--- src/rtl/grf_wport_arbiter.sv ---
// Shared GRF write-port arbiter: the pipeline W stage (A) has fixed priority over a
// long-latency result path (B). Tracks outstanding B destinations and forces a bubble when B starves.
module grf_wport_arbiter #(
  parameter int STARVE_LIMIT = 4
) (
  input  logic        clk,
  input  logic        rst,
  input  logic        a_we,
  input  logic [4:0]  a_wa,
  input  logic [31:0] a_wd,
  input  logic [31:0] a_pc,
  input  logic        b_valid,
  input  logic [4:0]  b_wa,
  input  logic [31:0] b_wd,
  input  logic [31:0] b_pc,
  output logic        b_ready,
  input  logic        iss_valid,
  input  logic [4:0]  iss_wa,
  output logic        iss_ready,
  input  logic [4:0]  q_rs,
  input  logic [4:0]  q_rt,
  output logic        busy_rs,
  output logic        busy_rt,
  output logic        hold_req,
  output logic        proto_err,
  output logic        grf_we,
  output logic [4:0]  grf_wa,
  output logic [31:0] grf_wd,
  output logic [31:0] grf_pc
);

  localparam logic [1:0] S_IDLE = 2'd0;
  localparam logic [1:0] S_WAIT = 2'd1;
  localparam logic [1:0] S_HOLD = 2'd2;
  localparam logic [3:0] LIMIT  = 4'(STARVE_LIMIT);

  logic [31:0] pend_q, pend_d;
  logic [1:0]  state_q, state_d;
  logic [3:0]  cnt_q, cnt_d;
  logic        hold_req_q;
  logic        proto_err_q;
  logic        proto_set;
  logic        a_act;
  logic        b_blk;
  logic        iss_fire;
  logic [31:0] set_mask;
  logic [31:0] clr_mask;

  // A write to $0 is a non-write and never blocks B.
  assign a_act = a_we & (a_wa != 5'd0);
  assign b_blk = b_valid & a_act;

  // Port grant and write-port mux.
  always_comb begin
    b_ready = 1'b0;
    grf_we  = 1'b0;
    grf_wa  = 5'd0;
    grf_wd  = 32'd0;
    grf_pc  = 32'd0;
    if (rst) begin
      b_ready = 1'b0;
    end else if (a_act) begin
      b_ready = 1'b0;
      grf_we  = 1'b1;
      grf_wa  = a_wa;
      grf_wd  = a_wd;
      grf_pc  = a_pc;
    end else if (b_valid) begin
      b_ready = 1'b1;
      grf_we  = 1'b1;
      grf_wa  = b_wa;
      grf_wd  = b_wd;
      grf_pc  = b_pc;
    end else begin
      b_ready = 1'b0;
    end
  end

  // An issue may reuse a register whose pending result is being written this very cycle.
  assign iss_ready = ~rst & (~pend_q[iss_wa] | (b_ready & (b_wa == iss_wa)));
  assign iss_fire  = iss_valid & iss_ready;
  assign set_mask  = (iss_fire && (iss_wa != 5'd0)) ? (32'd1 << iss_wa) : 32'd0;
  assign clr_mask  = (b_ready && (b_wa != 5'd0)) ? (32'd1 << b_wa) : 32'd0;
  assign pend_d    = ((pend_q & ~clr_mask) | set_mask) & ~32'd1;

  assign busy_rs   = pend_q[q_rs];
  assign busy_rt   = pend_q[q_rt];
  assign hold_req  = hold_req_q;
  assign proto_err = proto_err_q;

  // Starvation FSM: count blocked cycles, then owe B a bubble.
  always_comb begin
    state_d   = state_q;
    cnt_d     = cnt_q;
    proto_set = 1'b0;
    case (state_q)
      S_IDLE: begin
        if (b_blk) begin
          state_d = S_WAIT;
          cnt_d   = 4'd1;
        end else begin
          state_d = S_IDLE;
          cnt_d   = 4'd0;
        end
      end
      S_WAIT: begin
        if (b_ready || !b_valid) begin
          state_d = S_IDLE;
          cnt_d   = 4'd0;
        end else if (cnt_q == LIMIT) begin
          state_d = S_HOLD;
        end else begin
          cnt_d = cnt_q + 4'd1;
        end
      end
      S_HOLD: begin
        if (b_ready || !b_valid) begin
          state_d = S_IDLE;
          cnt_d   = 4'd0;
        end else begin
          state_d   = S_HOLD;
          proto_set = a_act;
        end
      end
      default: begin
        state_d = S_IDLE;
        cnt_d   = 4'd0;
      end
    endcase
  end

  // State registers with synchronous reset.
  always_ff @(posedge clk) begin
    if (rst) begin
      pend_q      <= 32'd0;
      state_q     <= S_IDLE;
      cnt_q       <= 4'd0;
      hold_req_q  <= 1'b0;
      proto_err_q <= 1'b0;
    end else begin
      pend_q      <= pend_d;
      state_q     <= state_d;
      cnt_q       <= cnt_d;
      hold_req_q  <= (state_d == S_HOLD);
      proto_err_q <= proto_err_q | proto_set;
    end
  end

endmodule

--- config.mk ---
export PLATFORM = sky130hd
export DESIGN_NAME = grf_wport_arbiter
export DESIGN_NICKNAME = d
export VERILOG_FILES = /design/src/rtl/grf_wport_arbiter.sv
export SDC_FILE = /design/constraint.sdc
export NUM_CORES = 1
export LEC_CHECK = 0
export ABC_AREA = 1
export BUFFER_PORTS_ARGS = -buffer_cell sky130_fd_sc_hd__buf_2
export CAP_MARGIN = 15
export CORE_MARGIN = 2
export CORE_UTILIZATION = 25
export CTS_CLUSTER_SIZE = 24
export DETAILED_ROUTE_END_ITERATION = 7
export GPL_ROUTABILITY_DRIVEN = 0
export PLACE_DENSITY = 0.47
export SYNTH_ARGS = -nofsm -noshare
export SYNTH_HDL_FRONTEND = slang
export SYNTH_SLANG_ARGS = --single-unit
--- constraint.sdc ---
create_clock -name clk -period 1.9 [get_ports clk]
set_input_delay 0.285 -clock clk [delete_from_list [all_inputs] [get_ports clk]]
set_output_delay 0.285 -clock clk [all_outputs]
set_load 0.01 [all_outputs]
## Word level (Yosys, flattened, before mapping)

Index checks and enable logic that the tools add are counted.
W data, S select, Z words.

- Flip-flop bits (word level): 40
- Input port bits: 158
- Output and inout bits: 76
- Logic and storage cells: 74

- Add/sub/neg operators: 1
- Magnitude comparators: 3
- Eq/ne operators: 7
- Shift operators: 2
- Multiplexer cells: 34
- Bitwise logic cells: 12
- Reductions and logical operators: 9

Operators with widths:

| operator | number |
|---|---|
| $mux W32 | 8 |
| $shl A1 B5 Y32 const A | 2 |
| $and A32 B32 Y32 | 1 |
| $not A32 Y32 | 1 |
| $or A32 B32 Y32 | 1 |
| $lt A5 B6 Y1 const B | 3 |
| $bmux W1 S5 | 3 |
| $mux W5 | 3 |
| $reduce_bool A5 Y1 | 3 |
| $mux W1 | 12 |
| $mux W4 | 3 |
| $pmux W4 S3 | 1 |
| $mux W2 | 3 |
| $pmux W2 S3 | 1 |
| $and A1 B1 Y1 | 5 |
| $eq A5 B5 Y1 | 1 |
| $add A4 B1 Y4 const B | 1 |
| $eq A2 B2 Y1 const B | 2 |
| $eq A4 B3 Y1 const B | 1 |
| $ne A3 B3 Y1 const B | 1 |
| $eq A2 B1 Y1 const B | 1 |
| $logic_and A1 B1 Y1 | 2 |
| $logic_not A2 Y1 | 1 |
| $ne A2 B2 Y1 const B | 1 |
| other kinds (5) | 7 |

## Depth between registers and ports, before layout

- Depth after elaboration: 11
- Depth in mapped cells: 13
- Mapped depth without buffers: 11

## Worst setup path after synthesis

No wires, ideal clock.

- Kind: input port to output port
- From: input port q_rt[0]
- To: output port busy_rt
- Data arrival time: 1.371 ns
- Data required time: 1.615 ns
- Setup slack: 0.244 ns
- Stages on the path: 6
- Buffers on the path: 2
- Cell sequence: clkbuf_1 > clkbuf_1 > o21ai_0 > o221ai_1 > nand3_1 > a31oi_1

- Longest elaborated chain between the ends: 2

Ends and longest elaborated chain:

| item | line | source |
|---|---|---|
| from (decl) | 21 | `input logic [4:0] q_rt,` |
| $bmux W1 S5 | 87 | `assign busy_rt = pend_q[q_rt];` |
| $mux W1 (implied by the code) | 87 |  |
| to (decl) | 23 | `output logic busy_rt,` |

No other way between the ends. The select of a mux whose other input is x is not followed.

## Worst setup path in the final report

- From: input port a_wa[3]
- To: output port grf_wd[31]

- Longest elaborated chain between the ends: 4

Ends and longest elaborated chain:

| item | line | source |
|---|---|---|
| from (decl) | 9 | `input logic [4:0] a_wa,` |
| $reduce_bool A5 Y1 | 50 | `assign a_act = a_we & (a_wa != 5'd0);` |
| $and A1 B1 Y1 | 50 |  |
| $mux W32 | 62 | `end else if (a_act) begin` |
| $mux W32 | 60 | `if (rst) begin` |
| to (decl) | 28 | `output logic [31:0] grf_wd,` |

No other way between the ends.

==> results.md <==
Final layout:
- The final cell utilization of the core is 0.369.
- The leading cell type in the layout, fill and taps excluded is sky130_fd_sc_hd__buf_2.
- Leaving out fill and tap cells, the most frequent cells in the layout are sky130_fd_sc_hd__buf_2 (232), sky130_fd_sc_hd__nand2_1 (85), sky130_fd_sc_hd__nor2_1 (78), sky130_fd_sc_hd__a32o_1 (64), sky130_fd_sc_hd__o21ai_0 (50).
- The area growth from synthesis to layout is 43.1%.
- Of the cells placed in the final design, the portion with a size suffix greater than 1 is 0.376.
- The final layout contains 988 nets.

Timing:
- The final-report hold violation count was 0.
- For this run, the top clock speed supported by timing is 0.546 GHz.
- The largest clock skew in the final design is 0.0106 ns.
- The worst path in the final design needs a cycle of 1.83 ns, including I/O delays and setup.
- Setup repair after global routing could not meet its margin everywhere.
- The portion of the clock cycle consumed by the worst path in the final layout is 0.964.
- Measured against its own limit, the worst slew margin works out to 0.541.
- For the pin with the worst max-slew slack, the measured transition is 0.688 ns.
- Setup violations remaining at the end of the flow were counted as 0.
- The number of slew-limit violations in the final report was 0.
- The worst hold slack is 0.347 ns.

Min path:
- The path class of the tightest hold or removal check is input pin to flop.
- Counting instances, the worst hold path has a depth of 3.

Detailed routing:
- The count of antenna-violating nets left after detailed routing is 0.
- The number of vias after detailed routing is 5707.
- The total length of routed wires is 20.9 mm.
- The detail-routed net length per standard cell is 20.0 um.
- The number of DRC violations after detailed-routing iteration 0 is 396.
- The detail-routed via count per cell is 5.48.
- For this run, design rule violations remaining after detail routing come to 0.
- The first-pass detailed-route iteration total is 5.

Synthesis:
- During synthesis, Yosys emitted a total of 0 warnings.
- Synthesis instantiated 33 different standard cells from the library.
- The largest family of logic cells by synthesized area is compound AO/OA/AOI/OAI gates.
- Of the synthesized area, sequential elements account for 0.198.
- Of the total synthesized cell area, the portion taken by AND, OR, NAND and NOR gates is 0.298.
- The synthesized net count is 775.
- The flop and latch count out of synthesis is 39.
- Yosys attributes the largest share of cell area to sky130_fd_sc_hd__dfxtp_1 (20%), sky130_fd_sc_hd__a32o_1 (16%), sky130_fd_sc_hd__nand2_1 (8.1%).
- The synthesized area divided by synthesized cell count is 6.41 um2.
- The synthesized-area fraction occupied by ao, oa, aoi and oai cells is 0.361.
- The post-synthesis cell count is 615.
- Of the total synthesized cell area, the portion taken by full adders, half adders and majority gates is 0.00634.
- Of the total synthesized cell area, the portion taken by XOR and XNOR cells is 0.0130.
- The library cell with the largest summed area after synthesis is sky130_fd_sc_hd__dfxtp_1.
- Of the post-synthesis cell area, the dominant cell type holds 0.198.
- The area of the mapped netlist is 3950 um2.
- The share of synthesized area spent on multiplexers is 0.

Place:
- The detailed placement HPWL is 16.0 mm.
- The quantity of I/O buffers inserted on ports is 233.

Clock network:
- In this run, CTS created clock tree buffers numbering 5.
- TritonCTS built the clock tree.
- The maximum number of buffers from clock root to sink is 2.
- In this run the number of H-tree levels came out at 2.
- The tree is rooted in a sky130_fd_sc_hd__clkbuf_16.
- In this run, post-CTS hold repair placed 0 buffers.
- After clock tree synthesis, the clock-pin slew on the worst setup and hold paths is 0.06 ns.
- The sink count of the clock tree is 39.
- The clock reaches the later pin of the worst-skew pair after 0.28 ns.

Power and ir drop:
- The peak ir drop on the vdd network is 0.000262 V.
- The total power is 2.71 mW.
- Dividing total power by cell area gives a power density of 480 nW/um2.
- In this run the static leakage power is 2.53 nW.

Setup path:
- The worst-case reg-to-reg path depth is 11.
- The slack of the worst reg-to-reg path is 0.36 ns.
- The endpoint of the lowest-slack register-to-register path is cnt_q[2].
- The sort of element at the end of the critical path is an output pin.
- The critical path launch point type is an input pin.
- The critical path ends at grf_wd[31].
- The worst setup path is of the input pin to output pin kind.
- In this run the critical register-to-register path is launched from cnt_q[0].
- For the worst setup path, the data required time is 1.62 ns.
- The critical path starts at a_wa[3].
- Of all nets on the critical path, the largest fanout is 32.
- STA puts the critical path data arrival time at 1.55 ns.

Flow run:
- The number of maximum-capacitance constraint violations is 0.

Floorplanning:
- The width of the die is 130 um.
- The overall die area is 16800 um2.
- The placeable core area is 15300 um2.
- After floorplanning, the core was divided into 45 placement rows.
- The initial utilization of the core area, before any placement, comes to 0.258.
- The die height is 130 um.
- The number of top-level pins is 234.

Global routing:
- The initial antenna violation count is 3.
- The first global-routing pass estimated 30.8 mm of wire.
- Global routing finished with a remaining overflow of 0.
- The overall global routing resource usage is 0.237.
- The maximum number of pins on one net before global-route repair is 66.
- The via count of the first global-routing pass is 5417.

Run status:
- The flow ran to the end, and the final reports show no timing, DRC or antenna violations.
registers in the layout, indices dropped and copies added, names as in the netlist:
| register | cells |
|---|---|
| state_q | 2 |
| hold_req | 1 |
| cnt_q | 4 |
| pend_q | 31 |
| proto_err | 1 |
cells in the mapped netlist (all sizes together):
master	count
nand3	50
nor4	5
clkinv	1
a32o	64
nand4	35
xnor2	3
o22ai	6
o31ai	15
o211ai	4
inv	46
nand2	86
nor2	83
a21oi	42
nor3	1
ha	2
xor2	2
o41ai	1
o221ai	6
buf	35
a31oi	4
dfxtp	39
o21ai	59
clkbuf	26
power breakdown:
group / switching, mW / internal, mW
Combinational: 0.542 / 0.390
Clock: 0.333 / 0.613
Sequential: 0.00815 / 0.821
Total: 0.883 / 1.82
layout make-up:
cell class | count | area, um2
Fill cell | 1709 | 9670
Multi-Input combinational cell | 468 | 2680
Timing Repair Buffer | 267 | 1540
Sequential cell | 39 | 810
Tap cell | 211 | 264
Inverter | 47 | 183
Clock buffer | 6 | 129
Clock inverter | 1 | 30.0
Antenna cell | 2 | 5.00
worst min-delay path by stage:
stage                     startpoint   endpoint  slack, ns
after floorplan             cnt_q[3]   cnt_q[3]       0.41
after global placement      cnt_q[3]   cnt_q[3]       0.42
after detailed placement    cnt_q[3]   cnt_q[3]       0.43
after CTS                    b_valid  proto_err       0.34
after global routing         b_valid  proto_err       0.35
final                        b_valid  proto_err       0.35
stage by stage:
stage / setup TNS [ns] / setup WS, ns / std cells / area [um2]
after floorplan: 0 / 0.244 / 615 / 3950
after global placement: -0.0215 / -0.0117 / 1027 / 5350
after detailed placement: -1.09 / -0.0697 / 1027 / 5350
after CTS: 0 / 0.00438 / 1034 / 5510
after global routing: -0.113 / -0.0246 / 1039 / 5640
final: 0 / 0.0688 / 1041 / 5640
metal layers:
layer / GRT usage / up-vias / part of all wire
li1: - / 2685 / -
met1: 0.292 / 2707 / 0.40
met2: 0.417 / 276 / 0.50
met3: 0.0429 / 35 / 0.077
met4: 0.0734 / 4 / 0.025
met5: 0 / - / 0.0013
what timing repair did:
action                                  4_1_cts  5_1_grt
endpoints found under the setup margin       66       68
pin swaps                                     0        3
gates resized for setup                       5       34
setup buffers                                 0        3
cloned                                        0        2
worst max-delay path, cell delays in order:
cell and delay [ns]:
sky130_fd_sc_hd__buf_2 0.12, sky130_fd_sc_hd__nor2_2 0.10, sky130_fd_sc_hd__nand4_1 0.07, sky130_fd_sc_hd__nand2_1 0.10
sky130_fd_sc_hd__inv_2 0.08, sky130_fd_sc_hd__nor2_4 0.13, sky130_fd_sc_hd__buf_12 0.14, sky130_fd_sc_hd__clkbuf_16 0.21
sky130_fd_sc_hd__a32o_1 0.15, sky130_fd_sc_hd__buf_2 0.13
logic make-up (layout without fill, tap and decap cells):
group,count (synthesis),in the layout
simple gates,260,260
compound gates,201,201
buf+inv,108,321
flops,39,39
xor+xnor,5,5
fa+ha+maj,2,2
other cells,0,2
Note: power is estimated with default switching activity, not from simulation.
